**config.mk**
```make
export PLATFORM = sky130hd
export DESIGN_NAME = branch_redirect
export DESIGN_NICKNAME = d
export VERILOG_FILES = /design/src/rtl/branch_redirect_pkg.sv /design/src/rtl/branch_target_calc.sv /design/src/rtl/branch_redirect.sv
export SDC_FILE = /design/constraint.sdc
export NUM_CORES = 1
export LEC_CHECK = 0
export ABC_AREA = 1
export CORE_UTILIZATION = 55
export CTS_BUF_LIST = sky130_fd_sc_hd__clkbuf_8
export DETAILED_ROUTE_END_ITERATION = 7
export DONT_BUFFER_PORTS = 1
export GPL_ROUTABILITY_DRIVEN = 0
export PLACE_DENSITY = 0.68
export SYNTH_ARGS = -nofsm -noshare
export SYNTH_HDL_FRONTEND = slang
export SYNTH_SLANG_ARGS = --single-unit
```
**constraint.sdc**
```tcl
create_clock -name clk -period 2.32 [get_ports clk]
set_clock_uncertainty 0.1 [all_clocks]
set_input_delay 0.116 -clock clk [delete_from_list [all_inputs] [get_ports clk]]
set_output_delay 0.116 -clock clk [all_outputs]
set_load 0.02 [all_outputs]
```
**src/rtl/branch_redirect_pkg.sv**
```systemverilog
// rtl/branch_redirect_pkg.sv - MIPS32 branch/jump encodings and shared types for ID-stage redirect
package branch_redirect_pkg;

  localparam logic [5:0] OP_SPECIAL = 6'b000000;
  localparam logic [5:0] OP_REGIMM  = 6'b000001;
  localparam logic [5:0] OP_J       = 6'b000010;
  localparam logic [5:0] OP_JAL     = 6'b000011;
  localparam logic [5:0] OP_BEQ     = 6'b000100;
  localparam logic [5:0] OP_BNE     = 6'b000101;
  localparam logic [5:0] OP_BLEZ    = 6'b000110;
  localparam logic [5:0] OP_BGTZ    = 6'b000111;

  localparam logic [5:0] FUNCT_JR   = 6'b001000;
  localparam logic [5:0] FUNCT_JALR = 6'b001001;

  localparam logic [4:0] RT_BLTZ    = 5'b00000;
  localparam logic [4:0] RT_BGEZ    = 5'b00001;
  localparam logic [4:0] RT_BLTZAL  = 5'b10000;
  localparam logic [4:0] RT_BGEZAL  = 5'b10001;

  localparam logic [31:0] ZERO_WORD = 32'h0000_0000;

  typedef enum logic {ST_IDLE, ST_PEND} redirect_state_e;

  // BR_COND follows the comparator; the other kinds are unconditionally taken.
  typedef enum logic [1:0] {BR_NONE, BR_COND, BR_JUMP, BR_REG} br_kind_e;

  function automatic logic [31:0] branch_offset(input logic [15:0] imm);
    return {{14{imm[15]}}, imm, 2'b00};
  endfunction

endpackage

```
**src/rtl/branch_target_calc.sv**
```systemverilog
// rtl/branch_target_calc.sv - combinational branch/jump decode, target and link computation
module branch_target_calc
  import branch_redirect_pkg::*;
#(
  parameter int         ADDR_W   = 32,
  parameter logic [4:0] LINK_REG = 5'd31
) (
  input  logic [5:0]        op,
  input  logic [4:0]        rt,
  input  logic [4:0]        rd,
  input  logic [5:0]        funct,
  input  logic [15:0]       imm16,
  input  logic [25:0]       instr_index,
  input  logic [ADDR_W-1:0] rs_val,
  input  logic [ADDR_W-1:0] pc_plus4,
  output br_kind_e          kind,
  output logic [ADDR_W-1:0] target,
  output logic              link_en,
  output logic [4:0]        link_reg,
  output logic [ADDR_W-1:0] link_addr
);

  logic [ADDR_W-1:0] br_target;
  logic [ADDR_W-1:0] j_target;

  assign br_target = pc_plus4 + ADDR_W'(branch_offset(imm16));
  assign j_target  = {pc_plus4[ADDR_W-1:28], instr_index, 2'b00};
  assign link_addr = pc_plus4 + ADDR_W'(4);

  always_comb begin
    kind     = BR_NONE;
    target   = br_target;
    link_en  = 1'b0;
    link_reg = 5'd0;
    case (op)
      OP_BEQ, OP_BNE, OP_BLEZ, OP_BGTZ: kind = BR_COND;
      OP_REGIMM: begin
        case (rt)
          RT_BLTZ, RT_BGEZ: kind = BR_COND;
          // The -AL forms write the link register whether or not they are taken.
          RT_BLTZAL, RT_BGEZAL: begin
            kind     = BR_COND;
            link_en  = 1'b1;
            link_reg = LINK_REG;
          end
          default: ;
        endcase
      end
      OP_J: begin
        kind   = BR_JUMP;
        target = j_target;
      end
      OP_JAL: begin
        kind     = BR_JUMP;
        target   = j_target;
        link_en  = 1'b1;
        link_reg = LINK_REG;
      end
      OP_SPECIAL: begin
        if (funct == FUNCT_JR) begin
          kind   = BR_REG;
          target = rs_val;
        end else if (funct == FUNCT_JALR) begin
          kind     = BR_REG;
          target   = rs_val;
          link_en  = 1'b1;
          link_reg = rd;
        end
      end
      default: ;
    endcase
  end

endmodule

```
**src/rtl/branch_redirect.sv**
```systemverilog
// rtl/branch_redirect.sv - ID-stage branch resolution: redirect hold FSM and delay-slot tracking
module branch_redirect
  import branch_redirect_pkg::*;
#(
  parameter int         ADDR_W   = 32,
  parameter logic [4:0] LINK_REG = 5'd31
) (
  input  logic              clk,
  input  logic              resetn,
  input  logic              id_valid,
  input  logic              id_advance,
  input  logic              flush,
  input  logic [5:0]        op,
  input  logic [4:0]        rt,
  input  logic [4:0]        rd,
  input  logic [5:0]        funct,
  input  logic [15:0]       imm16,
  input  logic [25:0]       instr_index,
  input  logic              cmp_taken,
  input  logic [ADDR_W-1:0] rs_val,
  input  logic [ADDR_W-1:0] pc_plus4,
  input  logic              pc_ready,
  output logic              redirect_valid,
  output logic [ADDR_W-1:0] redirect_pc,
  output logic              busy,
  output logic              link_en,
  output logic [4:0]        link_reg,
  output logic [ADDR_W-1:0] link_addr,
  output logic              is_branch,
  output logic              in_delayslot
);

  br_kind_e          kind;
  logic [ADDR_W-1:0] target;
  logic              dec_link_en;
  logic [4:0]        dec_link_reg;

  redirect_state_e   state;
  logic [ADDR_W-1:0] pend_pc;
  logic              ds_next;
  logic              decoded;
  logic              taken;

  branch_target_calc #(
    .ADDR_W   (ADDR_W),
    .LINK_REG (LINK_REG)
  ) u_calc (
    .op          (op),
    .rt          (rt),
    .rd          (rd),
    .funct       (funct),
    .imm16       (imm16),
    .instr_index (instr_index),
    .rs_val      (rs_val),
    .pc_plus4    (pc_plus4),
    .kind        (kind),
    .target      (target),
    .link_en     (dec_link_en),
    .link_reg    (dec_link_reg),
    .link_addr   (link_addr)
  );

  assign decoded = id_valid && (kind != BR_NONE);
  assign taken   = decoded && ((kind == BR_COND) ? cmp_taken : 1'b1);

  // Decode-derived outputs are masked by resetn so that reset silences them without a clock.
  assign is_branch      = resetn && decoded;
  assign link_en        = resetn && id_valid && dec_link_en;
  assign link_reg       = link_en ? dec_link_reg : 5'd0;
  assign redirect_valid = resetn && !flush && ((state == ST_PEND) || taken);
  assign redirect_pc    = (state == ST_PEND) ? pend_pc : target;
  assign busy           = (state == ST_PEND);
  assign in_delayslot   = ds_next && id_valid;

  always_ff @(posedge clk or negedge resetn) begin
    if (!resetn) begin
      state   <= ST_IDLE;
      pend_pc <= ADDR_W'(ZERO_WORD);
      ds_next <= 1'b0;
    end else if (flush) begin
      state   <= ST_IDLE;
      pend_pc <= ADDR_W'(ZERO_WORD);
      ds_next <= 1'b0;
    end else begin
      if (state == ST_IDLE) begin
        if (taken && !pc_ready) begin
          state   <= ST_PEND;
          pend_pc <= target;
        end
      end else if (pc_ready) begin
        state <= ST_IDLE;
      end
      if (id_advance) begin
        ds_next <= decoded;
      end
    end
  end

endmodule

```
==> results.tsv <==
metric	value	unit
first_iter_violations	420	
grt_max_degree	35	
crit_chain	ha_2, inv_1, fa_1, inv_2, nand3_1, nand2_2, nand2_1, nand2_2, nand2_1, nand2_1, nand2_1, nand3_1, nand3_1, dlygate4sd3_1, nand2_1, nand2_1	
min_from	rs_val[22]	
final.setup.tns	0	ps
drive_gt1_frac	0.06040	
cts_max_path_buffers	2	
period_share	0.9430	
arrival	2260	ps
numCtsBuffers	5	
relSlewSlack	0.5798	
yosysMostFrequentCell	nand2_1	
initial_core_util	0.5755	
synth-seq-cells	34	
reg2reg_from	busy$_DFF_PN0_	
htree_num_levels	2	
io_buffers	0	
synthCells	986	
dp_hpwl	12750	µm
dieArea	10160	µm²
clkTransAtPathRegs	70	ps
placed_cells	1113	
worstSetupEndpointType	flip-flop	
yosys-top-cells-area	nand2_1 (30%), dfrtp_1 (16%), inv_1 (10%)	
drv_slew	0	
synthDistinctLibCells	39	
die_h	100.8	µm
yosys_warnings	0	
p_sw_frac	0.4478	
totalWireLength	16130	µm
cpPeakStageDelay	580	ps
drc	0	
pwr-share-clk	0.228	
cpMostUsedCell	nand2_1	
die_w	100.8	µm
rsz0062_at_grt	no	
hold_violations	0	
clk_latency	280	ps
synth_edf_count	0	
power.switching	0.001010	W
synth.avg_cell_area	5.444	µm²
rows	35	
overflow	0	
clockRootBuffer	clkbuf_8	
post_drt_via_cell_ratio	5.343	
fin_nets	1175	
final_cells	1139	
design.portCount	209	
crit_start	imm16[0]	
criticalPathCategory	input port to flip-flop	
p_comb_frac	0.503	
synth-seq-area-share	0.1585	
antenna_found_initial	0	
p_per_area	383.4	nW/µm²
cts_tree	built	
synth_common_cells	nand2_1 (433), inv_1 (144), nand3_1 (104), nor2_1 (66), dfrtp_1 (34)	
netlist.area_leader.share	0.3028	
power.share.sequential	0.269	
tightest_slew	624.7	ps
synth-main-ff-cell	dfrtp_1	
diodes	0	
status	finished clean	
rrSetupSlack	400	ps
synth-async-reset-ratio	1.000	
fp.coreArea	9328	µm²
hp-class	input port to flip-flop	
num_vias	6086	
timing.rr.end	busy$_DFF_PN0_	
drv_cap	0	
syn-cell-area	5368	µm²
setup_viol	0	
cp-endpoint	pend_pc[18]$_DFFE_PN0P_	
irDropWorstVdd	0.2849	mV
clock_sinks	34	
post_drt_wl_per_cell	14.16	µm
synth_top_cell_by_area	nand2_1	
ff2ff_path_depth	7	
max_freq	457.1	MHz
required	2390	ps
grt_usage	0.3159	
area_growth_syn_to_layout	9.604	%
ant_nets	0	
min_period	2188	ps
intPower	0.001246	W
grt_pass1_vias	5659	
crit_path_max_fanout	4	
grt_pass1_wl	25900	µm
drtPass1Iterations	6	
p_leak	3.458	nW
syn_nets	1152	
crit_path_top_delay_cell	dlygate4sd3_1	
cp-start-kind	input port	
[metrics by stage]
stage | util | setup WS, ps | hold WS, ps | area (µm²) | total power (W)
final | 0.6307 | 132.3 | 0.5092 | 5883 | 0.002256
after global placement | 0.5977 | 180.5 | -278.7 | 5575 | 0.001683
after floorplan | - | 423.4 | -279.6 | 5368 | 0.001469
after detailed placement | 0.5977 | 154.3 | -279.0 | 5575 | 0.001696
after CTS | 0.6299 | 60.57 | 0.4894 | 5876 | 0.002256
after global routing | 0.6307 | 2.083 | 16.99 | 5883 | 0.002422
[kinds of logic after synthesis]
family | after synthesis | share of synthesized area
AND/OR/NAND/NOR | 646 | 0.5072
buffers and inverters | 171 | 0.1256
AO/OA/AOI/OAI | 69 | 0.07786
XOR/XNOR | 35 | 0.05711
flip-flops | 34 | 0.1585
adder cells (fa/ha/maj) | 31 | 0.07366
[power groups by stage]
stage                     Sequential (W)  Clock (W)  Combinational (W)
after floorplan                 0.000616          0           0.000853
after detailed placement        0.000617          0            0.00108
final                           0.000606   0.000514            0.00114
after CTS                       0.000606   0.000527            0.00112
after global routing            0.000607   0.000556            0.00126
after global placement          0.000617          0            0.00107
[metal layers]
layer	vias to the layer above	global-route usage	share of wire
met5	-	0	0
met4	0	0.08473	0.020
met3	30	0.06311	0.084
met2	267	0.5469	0.47
met1	2693	0.3994	0.42
li1	3096	-	-
[worst max-delay path, delay by kind of cell]
| kind | cells | cell delay, ps |
|---|---|---|
| adders and majority gates | 2 | 590 |
| buffers and inverters | 3 | 720 |
| and+or+nand+nor | 11 | 860 |
[area by class of cell]
class	instances	area (µm²)
Sequential cell	34	850.8
Timing Repair Buffer	41	362.8
Fill cell	935	3445
Multi-Input combinational cell	781	3850
Clock buffer	8	110.1
Inverter	146	548.0
Tap cell	129	161.4
[cell usage in the layout (no fill, tap or decap), types with 13 or more instances in the layout]
master,instances
ha_1,29
dlygate4sd3_1,17
inv_1,143
dfrtp_1,34
nor2_1,66
xnor2_1,15
nand3_1,104
a21oi_1,29
o21ai_0,13
buf_4,23
xor2_1,20
nand2_1,431
[sequential cells by signal, summed over array words and instances (netlist names)]
name / count
pend_pc: 32
busy: 1
ds_next: 1
[how the worst min path moves through the flow]
stage | endpoint | slack, ps | cells after the start
2_1_floorplan | busy$_DFF_PN0_ | -280 | 0
3_3_place_gp | pend_pc[30]$_DFFE_PN0P_ | -280 | 0
3_5_place_dp | pend_pc[29]$_DFFE_PN0P_ | -280 | 0
4_1_cts | pend_pc[16]$_DFFE_PN0P_ | 0.5 | 4
5_1_grt | pend_pc[22]$_DFFE_PN0P_ | 20 | 4
6_report | pend_pc[22]$_DFFE_PN0P_ | 0.5 | 4
[timing repair]
action | in CTS | in global routing
endpoints found under the hold margin | 44 | 0
hold buffers | 18 | 0
setup endpoints to repair | 0 | 7
buffers inserted | 0 | 0
resized for setup | 0 | 4
(Power assumes the default switching activity.)
